File: src/rtl/whack_pkg.sv
// Shared types and constants for the whack-a-mole datapath.
//   game_state_t : round controller states
//   mole_slot_t  : one entry of the live-mole table {valid, idx, life}
//   LIFE_MS      : mole lifetime in ms, indexed by difficulty level 0..3
package whack_pkg;

  localparam int NUM_LEDS_DEFAULT = 18;
  localparam int IDX_W            = 5;
  localparam int LIFE_W           = 11;

  typedef enum logic [1:0] {
    IDLE      = 2'd0,
    PLAYING   = 2'd1,
    GAME_OVER = 2'd2
  } game_state_t;

  typedef struct packed {
    logic              valid;
    logic [IDX_W-1:0]  idx;
    logic [LIFE_W-1:0] life;
  } mole_slot_t;

  localparam logic [LIFE_W-1:0] LIFE_MS [4] = '{11'd1500, 11'd1000, 11'd700, 11'd450};

endpackage

File: src/rtl/ms_tick_gen.sv
// Millisecond tick prescaler.
//   clk, reset_n : clock, asynchronous active-low reset
//   clear        : restarts the count from zero (round start)
//   tick         : high for the one cycle in which the count wraps
module ms_tick_gen #(
  parameter int TICK_CYCLES = 50000
) (
  input  logic clk,
  input  logic reset_n,
  input  logic clear,
  output logic tick
);

  localparam int CNT_W = (TICK_CYCLES > 1) ? $clog2(TICK_CYCLES) : 1;

  logic [CNT_W-1:0] cnt_q;
  logic             wrap;

  assign wrap = (cnt_q == CNT_W'(TICK_CYCLES - 1));
  assign tick = wrap;

  always_ff @(posedge clk or negedge reset_n) begin
    if (!reset_n) begin
      cnt_q <= '0;
    end else if (clear || wrap) begin
      cnt_q <= '0;
    end else begin
      cnt_q <= cnt_q + CNT_W'(1);
    end
  end

endmodule

File: src/rtl/mole_scheduler.sv
// Round controller and mole-slot scheduler.
//   start        : pulse, (re)starts a round from any state
//   level        : difficulty 0..3, sampled when a mole is spawned
//   spawn_req    : pulse with rand_idx, asks for a mole at that LED
//   sw_pressed   : debounced switch levels; rising edges are hits/wrong presses
//   led_mask     : lit moles
//   hit_count    : moles hit this cycle
//   miss_count   : moles that expired this cycle
//   wrong_press  : a rising edge landed on an unlit position
//   game_active / game_over / time_left_ms : round status
//   state_dbg    : current controller state
// Handshake: start and spawn_req are single-cycle pulses with no ready.
// A spawn_req is consumed in the cycle it is high: it is either accepted
// or silently dropped, never held or retried. All outputs are registered,
// so every event appears one cycle after its cause.
module mole_scheduler
  import whack_pkg::*;
#(
  parameter int  NUM_LEDS    = NUM_LEDS_DEFAULT,
  parameter int  MAX_ACTIVE  = 4,
  parameter int  TICK_CYCLES = 50000,
  parameter int  GAME_MS     = 30000,
  localparam int CNT_W       = $clog2(MAX_ACTIVE + 1)
) (
  input  logic                clk,
  input  logic                reset_n,
  input  logic                start,
  input  logic [1:0]          level,
  input  logic                spawn_req,
  input  logic [IDX_W-1:0]    rand_idx,
  input  logic [NUM_LEDS-1:0] sw_pressed,
  output logic [NUM_LEDS-1:0] led_mask,
  output logic [CNT_W-1:0]    hit_count,
  output logic [CNT_W-1:0]    miss_count,
  output logic                wrong_press,
  output logic                game_active,
  output logic                game_over,
  output logic [14:0]         time_left_ms,
  output game_state_t         state_dbg
);

  logic                        tick;
  game_state_t                 state_q, state_d;
  mole_slot_t [MAX_ACTIVE-1:0] slots_q, slots_d;
  logic [NUM_LEDS-1:0]         sw_prev_q, edges, led_d;
  logic [14:0]                 time_d;
  logic [CNT_W-1:0]            hit_d, miss_d;
  logic                        wrong_d, game_end, spawn_ok, placed;

  ms_tick_gen #(.TICK_CYCLES(TICK_CYCLES)) u_tick (
    .clk     (clk),
    .reset_n (reset_n),
    .clear   (start),
    .tick    (tick)
  );

  // Out-of-range indices decode to all zeros, so they never match a switch
  // and never look occupied.
  function automatic logic [NUM_LEDS-1:0] onehot(input logic [IDX_W-1:0] idx);
    onehot = '0;
    for (int b = 0; b < NUM_LEDS; b++) begin
      if (int'(idx) == b) onehot[b] = 1'b1;
    end
  endfunction

  assign edges     = sw_pressed & ~sw_prev_q;
  assign state_dbg = state_q;

  always_comb begin
    state_d  = state_q;
    slots_d  = slots_q;
    time_d   = time_left_ms;
    hit_d    = '0;
    miss_d   = '0;
    wrong_d  = 1'b0;
    game_end = 1'b0;
    spawn_ok = 1'b0;
    placed   = 1'b0;
    led_d    = '0;

    if (start) begin
      // start overrides any coincident tick, spawn or switch edge.
      state_d = PLAYING;
      slots_d = '0;
      time_d  = 15'(GAME_MS);
    end else if (state_q == PLAYING) begin
      game_end = tick && (time_left_ms == 15'd1);
      wrong_d  = |(edges & ~led_mask);

      // A hit takes precedence over an expiry of the same slot.
      for (int i = 0; i < MAX_ACTIVE; i++) begin
        if (slots_q[i].valid) begin
          if (|(edges & onehot(slots_q[i].idx))) begin
            slots_d[i].valid = 1'b0;
            hit_d            = hit_d + CNT_W'(1);
          end else if (tick) begin
            if (slots_q[i].life == 11'd1) begin
              slots_d[i].valid = 1'b0;
              miss_d           = miss_d + CNT_W'(1);
            end else begin
              slots_d[i].life = slots_q[i].life - 11'd1;
            end
          end
        end
      end

      // Occupancy is judged on the registered mask and valid bits, so an
      // index being hit is still "lit" and a slot freed this cycle is not
      // yet free.
      spawn_ok = spawn_req && (int'(rand_idx) < NUM_LEDS) &&
                 !(|(led_mask & onehot(rand_idx)));
      for (int i = 0; i < MAX_ACTIVE; i++) begin
        if (spawn_ok && !placed && !slots_q[i].valid) begin
          slots_d[i].valid = 1'b1;
          slots_d[i].idx   = rand_idx;
          slots_d[i].life  = LIFE_MS[level];
          placed           = 1'b1;
        end
      end

      if (game_end) begin
        // Moles still up when time runs out vanish without counting as misses.
        state_d = GAME_OVER;
        time_d  = '0;
        slots_d = '0;
        miss_d  = '0;
      end else if (tick) begin
        time_d = time_left_ms - 15'd1;
      end
    end

    for (int i = 0; i < MAX_ACTIVE; i++) begin
      if (slots_d[i].valid) led_d = led_d | onehot(slots_d[i].idx);
    end
  end

  always_ff @(posedge clk or negedge reset_n) begin
    if (!reset_n) begin
      state_q      <= IDLE;
      slots_q      <= '0;
      sw_prev_q    <= '0;
      led_mask     <= '0;
      hit_count    <= '0;
      miss_count   <= '0;
      wrong_press  <= 1'b0;
      game_active  <= 1'b0;
      game_over    <= 1'b0;
      time_left_ms <= '0;
    end else begin
      state_q      <= state_d;
      slots_q      <= slots_d;
      sw_prev_q    <= sw_pressed;
      led_mask     <= led_d;
      hit_count    <= hit_d;
      miss_count   <= miss_d;
      wrong_press  <= wrong_d;
      game_active  <= (state_d == PLAYING);
      game_over    <= (state_d == GAME_OVER);
      time_left_ms <= time_d;
    end
  end

endmodule

File: config.mk
export PLATFORM = sky130hd
export DESIGN_NAME = mole_scheduler
export DESIGN_NICKNAME = d
export VERILOG_FILES = /design/src/rtl/whack_pkg.sv /design/src/rtl/ms_tick_gen.sv /design/src/rtl/mole_scheduler.sv
export SDC_FILE = /design/constraint.sdc
export NUM_CORES = 1
export LEC_CHECK = 0
export CELL_PAD_IN_SITES_DETAIL_PLACEMENT = 0
export CELL_PAD_IN_SITES_GLOBAL_PLACEMENT = 2
export CORE_MARGIN = 3
export CORE_UTILIZATION = 30
export CTS_BUF_LIST = sky130_fd_sc_hd__clkbuf_8
export CTS_CLUSTER_SIZE = 20
export DETAILED_ROUTE_END_ITERATION = 7
export PLACE_DENSITY = 0.72
export SYNTH_ARGS = -nofsm -noshare
export SYNTH_HDL_FRONTEND = slang
export SYNTH_SLANG_ARGS = --single-unit
File: constraint.sdc
create_clock -name clk -period 8.8 [get_ports clk]
set_clock_uncertainty 0.1 [all_clocks]
set_input_delay 0.88 -clock clk [delete_from_list [all_inputs] [get_ports clk]]
set_output_delay 0.88 -clock clk [all_outputs]
set_load 0.01 [all_outputs]
## Word level (Yosys, flattened, before mapping)

Index checks and enable logic that the tools add are counted.

| storage, ports and cells | value |
|---|---|
| logic and storage cells | 842 |
| output and inout bits | 44 |
| register bits | 146 |
| input port bits | 29 |

| cells by class | value |
|---|---|
| bitwise operators | 13 |
| $add $sub $neg | 12 |
| mux-type cells | 574 |
| reductions and logical operators | 49 |
| equality and inequality tests | 170 |
| $lt $le $gt $ge | 2 |

Operators by type and width:

| cell | number |
|---|---|
| two-way mux 1 bit | 501 |
| == test 5 bit (second input constant) | 90 |
| two-way mux 68 bit | 3 |
| two-way mux 11 bit | 18 |
| == test 5 x 4 -> 1 bit (second input constant) | 36 |
| AND 18 bit | 7 |
| OR reduction 18 bit | 6 |
| two-way mux 3 bit | 35 |
| == test 5 x 3 -> 1 bit (second input constant) | 18 |
| two-way mux 18 bit | 4 |
| two-way mux 17 bit | 4 |
| two-way mux 15 bit | 4 |
| OR 18 bit | 3 |
| == test 5 x 2 -> 1 bit (second input constant) | 9 |
| zero test 5 bit | 9 |
| == test 11 x 1 -> 1 bit (second input constant) | 4 |
| subtractor 11 x 1 -> 11 bit (second input constant) | 4 |
| NOT 18 bit | 2 |
| inequality test 4 x 3 -> 1 bit (second input constant) | 8 |
| nonzero test 4 bit | 8 |
| binary-select mux 11 bit (select 2 bit) | 1 |
| AND reduction 5 bit | 4 |
| adder 3 x 1 -> 3 bit (second input constant) | 6 |
| adder 16 x 1 -> 16 bit (second input constant) | 1 |
| 16 further kinds | 35 |

## Depth between registers and ports, before layout

| logic depth | value |
|---|---|
| word-level depth | 40 |
| depth in mapped cells | 16 |

## Modules after synthesis

A second synthesis with hierarchy kept.

| unflattened totals | value |
|---|---|
| cell total of the unflattened synthesis | 1063 |
| area total of the unflattened synthesis | 9271.4 µm² |

Modules (own cells, without submodules):

| module | area an instance (µm²) | times used | cells an instance |
|---|---|---|---|
| mole_scheduler | 8449.4 | 1 | 979 |
| ms_tick_gen | 822.0 | 1 | 84 |

## Worst setup path before layout

Ideal clock, no wire load.

| path | value |
|---|---|
| path kind | input -> register |
| from | in sw_pressed[17] |
| to | reg miss_count[2] |
| required time | 8.584 ns |
| slack | 4.902 ns |
| data arrival time | 3.683 ns |
| stages on the path | 14 |
| library setup time | 0.116 ns |
| path through | nand2b_1 -> o22a_1 -> a221o_1 -> o311ai_0 -> nor2b_1 -> ha_1 -> and2_1 -> mux2_2 -> ha_1 -> a22o_1 -> ha_1 -> nand2_1 -> or3b_2 -> o311ai_0 |

| between the ends | value |
|---|---|
| cells in the longest elaborated chain, start to end | 29 |
| elaborated cells between the ends (all ways) | 35 |
| those cells by class | add/sub (3); mux (23); bitwise (5); reduce/logical (4) |

RTL lines:

| item | RTL line | source |
|---|---|---|
| start, declared | mole_scheduler.sv:31 | `input logic [NUM_LEDS-1:0] sw_pressed,` |
| AND 18 bit * | mole_scheduler.sv:66 | `assign edges = sw_pressed & ~sw_prev_q;` |
| AND 18 bit | mole_scheduler.sv:93 | `if (\|(edges & onehot(slots_q[i].idx))) begin` |
| OR reduction 18 bit | mole_scheduler.sv:93 |  |
| two-way mux 1 bit | mole_scheduler.sv:93 |  |
| two-way mux 1 bit | mole_scheduler.sv:92 | `if (slots_q[i].valid) begin` |
| two-way mux 3 bit | mole_scheduler.sv:86 | `end else if (state_q == PLAYING) begin` |
| two-way mux 3 bit | mole_scheduler.sv:81 | `if (start) begin` |
| adder 3 x 1 -> 3 bit | mole_scheduler.sv:99 | `miss_d = miss_d + CNT_W'(1);` |
| (+14 left out) | - |  |
| two-way mux 3 bit | mole_scheduler.sv:97 | `if (slots_q[i].life == 11'd1) begin` |
| two-way mux 3 bit | mole_scheduler.sv:96 | `end else if (tick) begin` |
| two-way mux 3 bit | mole_scheduler.sv:93 |  |
| two-way mux 3 bit * | mole_scheduler.sv:92 |  |
| two-way mux 3 bit * | mole_scheduler.sv:121 | `if (game_end) begin` |
| two-way mux 3 bit * | mole_scheduler.sv:86 |  |
| two-way mux 3 bit * | mole_scheduler.sv:81 |  |
| via miss_d[2] | mole_scheduler.sv:47 | `logic [CNT_W-1:0] hit_d, miss_d;` |
| end signal, assigned | mole_scheduler.sv:155 | `miss_count <= miss_d;` |
| end, declared | mole_scheduler.sv:34 | `output logic [CNT_W-1:0] miss_count,` |

Mark *: on every way through the listed nets, which the timed path passes. The rest lies on a longest branch. The select of a mux whose other input is x is not followed.
A chain may end at the register's enable or synchronous reset.

## Final worst setup path

| path | value |
|---|---|
| from | in rand_idx[0] |
| to | reg led_mask[10] |

| between the ends | value |
|---|---|
| cells in the longest elaborated chain, start to end | 36 |
| elaborated cells between the ends (all ways) | 122 |
| those cells by class | order compare (1); eq/ne (21); mux (81); bitwise (4); reduce/logical (15) |

RTL lines:

| item | RTL line | source |
|---|---|---|
| start, declared | mole_scheduler.sv:30 | `input logic [IDX_W-1:0] rand_idx,` |
| == test 5 x 2 -> 1 bit, or another cell as far along | mole_scheduler.sv:62 | `if (int'(idx) == b) onehot[b] = 1'b1;` |
| two-way mux 1 bit | mole_scheduler.sv:62 |  |
| two-way mux 1 bit | mole_scheduler.sv:86 |  |
| two-way mux 1 bit | mole_scheduler.sv:81 |  |
| AND 18 bit | mole_scheduler.sv:111 | `!(\|(led_mask & onehot(rand_idx)));` |
| OR reduction 18 bit | mole_scheduler.sv:111 |  |
| zero test 1 bit | mole_scheduler.sv:111 |  |
| logical AND 1 bit | mole_scheduler.sv:110 | `spawn_ok = spawn_req && (int'(rand_idx) < NUM_LEDS) &&` |
| (+21 left out) | - |  |
| two-way mux 68 bit * | mole_scheduler.sv:86 |  |
| two-way mux 68 bit * | mole_scheduler.sv:81 |  |
| == test 5 bit | mole_scheduler.sv:62 |  |
| two-way mux 1 bit | mole_scheduler.sv:62 |  |
| two-way mux 1 bit | mole_scheduler.sv:133 | `if (slots_d[i].valid) led_d = led_d \| onehot(slots_d[i].idx);` |
| OR 18 bit | mole_scheduler.sv:133 |  |
| two-way mux 18 bit * | mole_scheduler.sv:133 |  |
| via led_d[10] | mole_scheduler.sv:45 | `logic [NUM_LEDS-1:0] sw_prev_q, edges, led_d;` |
| end signal, assigned | mole_scheduler.sv:153 | `led_mask <= led_d;` |
| end, declared | mole_scheduler.sv:32 | `output logic [NUM_LEDS-1:0] led_mask,` |

Marked as above.

==> metrics.txt <==
status=finished clean; Switching Fraction=34.0%; VDD IR max=0.0000819 V; ys async rst share=100%; Routed WL=30.9 mm; Post-synth EDFFs=0; worst path required time=9.06 ns; n_diodes=0; Die X=181 um; # clock sinks=146; Nets=1135; worst min path class=flop to flop; largest area contributor in the netlist=dfrtp_1; Antenna Violating Nets Remaining=0; largest net degree at the start of global routing=100; Final setup viols=0; Area Growth Syn to Fin=16.2%; Worst-Margin Slew=1.19 ns; Slowest-stage cell, CP=nor2b_1; clock latency on the worst-skew pair=0.46 ns; Starting Density=30.8%; Overall Global Routing Usage=18.9%; Pre-Repair DR Iteration Count=6; total CTS buffers=17; crit share post-route=55.3%; Top delay family on crit path=simple AND/OR/NAND/NOR gates; most common cell after layout, fill and taps aside=dfrtp_1; Clk pwr share=33.3%; Leakage=4.37 nW; CTS tree=done; syn nets=1077; hpwl dp=22.8 mm; Switching Power=0.614 mW; CP Class=input pin to flop; layout cells sized above 1=9.47%; Worst-path clk slew=0.09 ns; post-synthesis sequential element count=146; Synth area leaders=dfrtp_1 (40%), nor2_1 (5.0%), o21ai_0 (4.1%); most frequent cells in the layout=dfrtp_1 (146), nor2_1 (122), nand2_1 (79), o21ai_0 (75), clkdlybuf4s50_1 (71); initial antenna violation count=0; total negative setup slack=0 ns; post-layout min period=4.87 ns; Comb power frac=22.0%; core area=0.0299 mm^2; R2R depth=14; placer congestion estimate=0.913; most frequent CP cell=nor2_2; Fmax achieved=0.205 GHz; Port Buffers=72; crit path max fanout=17; Rel. slew slack=20.3%; WP depth=10; global route overflow=0; Sequential Power Share=44.8%; vias=8248; Critical Path End Type=flop; CTS max path bufs=2; Post-Syn Instances=1027; first-pass GRT wire length=49.1 mm; CP cell instances=clkdlybuf4s50_1 -> mux4_1 -> nor2_2 -> o311a_1 -> nand2_4 -> nor2_2 -> a221oi_1 -> nor2b_1 -> a32oi_1 -> o211ai_1; Buf+Inv Stages, Crit Path=1; Pwr Density=169 mW/mm^2; H-Tree Depth=4; final slew viol count=0; die area=0.0328 mm^2; synth warn=0; internal power=1.19 mW; PostCTS Resize Cnt=0; Post-route DRC=0; unrepaired setup endpoints after global routing=false; final hold vios=0; CP startpoint kind=input pin; prevailing post-synth register cell=dfrtp_1; overall power=1.80 mW; I/O pins=73; root buf cell=clkbuf_8; top-area cell type share of the netlist area=39.8%; Die Height=181 um; Avg Synthesized Cell Area=8.95 um^2; register area share after synthesis=39.8%; cell area after synthesis=0.00919 mm^2; Yosys cell types=89; setup repair bufs after CTS=0; Critical Path AT=5.13 ns; Initial DRC Count=569; max-cap viol count=0; WL per Instance=20.8 um; row cnt=63; hold path depth=1; # hold bufs at CTS=0; Avg Vias per Cell=5.54; vias in the first global route=8150; slowest stage delay, CP=0.96 ns
==> through the flow <==
stage	worst slack (ns)	area (um^2)	utilization (%)	hold WS [ns]	cells
after floorplan	4.90	9190	-	0.325	1027
after global placement	3.62	10200	34.3	0.350	1456
after detailed placement	3.53	10200	34.3	0.359	1456
after CTS	4.01	10700	35.7	0.370	1488
after global routing	3.72	10700	35.7	0.385	1488
final	3.93	10700	35.7	0.363	1488
==> flip-flops by register name, indices dropped and copies added, names as in the netlist <==
| register | count |
|---|---|
| game_over | 1 |
| state_dbg | 2 |
| slots_q | 68 |
| miss_count | 3 |
| led_mask | 18 |
| hit_count | 3 |
| game_active | 1 |
| sw_prev_q | 18 |
| wrong_press | 1 |
| u_tick.cnt_q | 16 |
| time_left_ms | 15 |
==> layout make-up <==
| type | count | area (um^2) |
|---|---|---|
| clock buffers | 19 | 262 |
| clock inverters | 13 | 175 |
| fillers | 3058 | 19200 |
| inverters | 49 | 186 |
| multi-input cells | 791 | 5130 |
| flip-flops and latches | 146 | 3650 |
| well taps | 390 | 488 |
| repair buffers | 80 | 782 |
==> kinds of logic (layout without fill, tap and decap cells) <==
logic type,after synthesis,count (layout),synth area share (%)
flops,146,146,39.8
xor+xnor,19,19,1.81
buf+inv,90,161,4.44
simple gates,432,432,24.6
compound gates,287,287,21.6
fa+ha+maj,21,21,2.86
mux,32,32,4.88
==> layer usage <==
metal / global-route usage (%) / vias up / part of all wire (%) / wire length, um
met5: 0 / - / 0 / 0
met4: 5.79 / 0 / 2.3 / 708
met2: 28.8 / 312 / 44 / 13600
met3: 3.85 / 41 / 6.1 / 1870
li1: - / 3911 / - / -
met1: 27.0 / 3984 / 48 / 14800
==> worst paths after layout <==
kind / slack, ns / endpoint / from
worst max-delay path: 3.93 / led_mask[10] / rand_idx[0]
worst min-delay path: 0.36 / u_tick.cnt_q[0] / u_tick.cnt_q[0]
worst max register to register: 4.20 / miss_count[2] / slots_q[12]
worst min register to register: 0.36 / u_tick.cnt_q[0] / u_tick.cnt_q[0]
max in group asynchronous: 6.91 / slots_q[35] / reset_n
min in group asynchronous: 0.45 / u_tick.cnt_q[6] / reset_n
==> power by group through the flow <==
| stage | clock, mW | sequential [mW] | combinational (mW) |
|---|---|---|---|
| 3_5_place_dp | 0 | 0.819 | 0.394 |
| 5_1_grt | 0.648 | 0.820 | 0.450 |
| 2_1_floorplan | 0 | 0.798 | 0.281 |
| 4_1_cts | 0.623 | 0.806 | 0.395 |
| 3_3_place_gp | 0 | 0.820 | 0.397 |
| 6_report | 0.600 | 0.808 | 0.396 |
==> synthesized netlist by cell type (5+ instances only) <==
master    number
nor2_1       122
nand3_1       35
nor3b_1        6
or2_2          6
clkbuf_1      21
o22a_1         7
buf_6          6
a41oi_1        6
nor4_1        13
a21oi_1       50
and3_1        11
mux4_2         8
a32oi_1       15
a22oi_1       14
mux2_2         9
a311oi_1       5
o22ai_1       16
a22o_1         6
nand2b_1      24
a21o_1         5
nor2b_1       18
nor3_1        47
a31oi_1       15
buf_2         11
and2_1        13
mux2i_1       14
nand2_1       79
xnor2_1        9
inv_1         45
dfrtp_1      146
or3_1          8
nand3b_1       6
o211ai_1      20
o31ai_1        7
o21ai_0       75
ha_1          21
xor2_1        10
No activity file was read; power rests on OpenSTA's default activity.
==> variant, RTL diff (config.mk and constraints unchanged) <==
Make the reset (`reset_n`) synchronous in 2 clocked blocks. Comments in the files are not updated.
--- a/src/rtl/ms_tick_gen.sv
+++ b/src/rtl/ms_tick_gen.sv
@@ -21,3 +21,3 @@
 
-  always_ff @(posedge clk or negedge reset_n) begin
+  always_ff @(posedge clk) begin
     if (!reset_n) begin
--- a/src/rtl/mole_scheduler.sv
+++ b/src/rtl/mole_scheduler.sv
@@ -136,3 +136,3 @@
 
-  always_ff @(posedge clk or negedge reset_n) begin
+  always_ff @(posedge clk) begin
     if (!reset_n) begin
Function: differs if reset_n is asserted again (counterexample within 4 cycles, from zero or initial values and one cycle with reset_n low); with reset_n held inactive, the same outputs for 4 cycles.
==> variant against the unedited design <==
Maximum frequency is 1.2% higher; largest cell class unchanged; synthesized cell count up 18%; non-clock buffer count grew 8; synthesized area grew 3.0%; cell area grew 2.5%; die area is 2.9% higher; utilization fell by 0.23 points; hold slack lost 0.0020 ns; sequential cell count unchanged; setup slack better by 0.057 ns; routed wire length grew 18%; global-route usage rose by 2.7 points.
Power is not compared: it rests on default switching activity, and its combinational part moved more than twofold at a synthesized area within 25%.
==> variant: results (changes against the unedited design) <==
port_buffers: 72  # unchanged
totalWireLength_mm: 36.6  # was 30.9 mm
pre_cts_ws_ns: 3.62  # was 3.53 ns
vias: 9498  # was 8248
wl_met2_mm: 16.8  # was 13.6 mm
ys_types: 72  # was 89
min_path_cells: 1  # unchanged
dpl.hpwl_mm: 27.1  # was 22.8 mm
dp.cells: 1627  # was 1456
antenna_found_initial: 0  # unchanged
netlist_instances: 1212  # was 1027
n_fill_cell: 3274  # was 3058
grt_pass1_vias: 9363  # was 8150
grt_max_degree: 39  # was 100
hold_end: "u_tick.cnt_q[0]"  # unchanged
synthTopCellsByCount: "nor2_1, dfxtp_1, nand2_1, a21oi_1, nor3_1"  # was dfrtp_1, nor2_1, nand2_1, o21ai_0, a21oi_1
gp_congestion: 0.916  # was 0.913
worst_slew_pin_slew_ns: 1.27  # was 1.19 ns
cpPeakStageDelay_ns: 0.89  # was 0.96 ns
arrival_ns: 5.10  # was 5.13 ns
drt_first_pass_iters: 7  # was 6
clk_latency_ns: 0.49  # was 0.46 ns
grt_use_met3: 0.0489  # was 0.0385
post_drt_wl_per_cell_um: 22.0  # was 20.8 um
synth-adder-area-share: 0.0278  # was 0.0286
grt_pass1_wl_mm: 56.4  # was 49.1 mm
gr-usage-met1: 0.286  # was 0.270
synth-main-ff-cell: "dfxtp_1"  # was dfrtp_1
yosysSeqAreaShare: 0.309  # was 0.398
synth_compound_area_frac: 0.187  # was 0.216
met3WireLength_mm: 1.94  # was 1.87 mm
yosys-top-cells-area: "dfxtp_1, nor2_1, a21oi_1"  # was dfrtp_1, nor2_1, o21ai_0
reg2reg_slack_ns: 4.11  # was 4.20 ns
reg2reg_depth: 8  # was 14
grtUsageTotal: 0.216  # was 0.189
status: "completed"  # unchanged
dr.first_iter.drc_count: 623  # was 569
synthArstFlopShare: 0  # was 1.00
cp_slowest_cell: "a31oi_1"  # was nor2b_1
met2_usage: 0.338  # was 0.288
crit_path_start: "rand_idx[2]"  # was rand_idx[0]
top_layer: "met4"  # unchanged
wl_met1_mm: 16.5  # was 14.8 mm
crit_fanout: 20  # was 17
drive_gt1_frac: 0.0776  # was 0.0947
hold_start: "u_tick.cnt_q[0]"  # unchanged
path_clk_slew_ns: 0.11  # was 0.09 ns
max_freq_ghz: 0.208  # was 0.205 GHz
rr_startpoint: "time_left_ms[2]"  # was slots_q[12]
fp.coreArea_sq_mm: 0.0308  # was 0.0299 sq mm
synth_nets: 1262  # was 1077
synthXorXnorAreaFrac: 0.0306  # was 0.0181
finalPower_mw: 1.43
muxShareOfSynthArea: 0.0743  # was 0.0488
worstSetupEndpoint: "led_mask[8]"  # was led_mask[10]
## variant: through the flow
step	instance area [sq um]	hold slack, ns	utilization
3_5_place_dp	10500	0.346	0.341
3_3_place_gp	10500	0.333	0.341
2_1_floorplan	9460	0.318	-
4_1_cts	10900	0.363	0.355
6_report	10900	0.361	0.355
5_1_grt	10900	0.366	0.355
## variant: worst reg2reg max path: stages, from the launching register on
cell and delay [ns]:
dfxtp_1 0.40, nor4_1 0.73, nand4_2 0.47, or3_1 0.55, nand2_1 0.67, a21oi_1 0.14
a31oi_1 0.89, nor3b_1 0.15, or4b_1 0.49
## variant: area by class of cell
| class | count | share of cell area |
|---|---|---|
| flip-flops and latches | 146 | 0.267 |
| inverters | 33 | 0.0113 |
| clock inverters | 15 | 0.0181 |
| repair buffers | 88 | 0.0768 |
| well taps | 396 | 0.0453 |
| clock buffers | 17 | 0.0214 |
| multi-input cells | 964 | 0.560 |
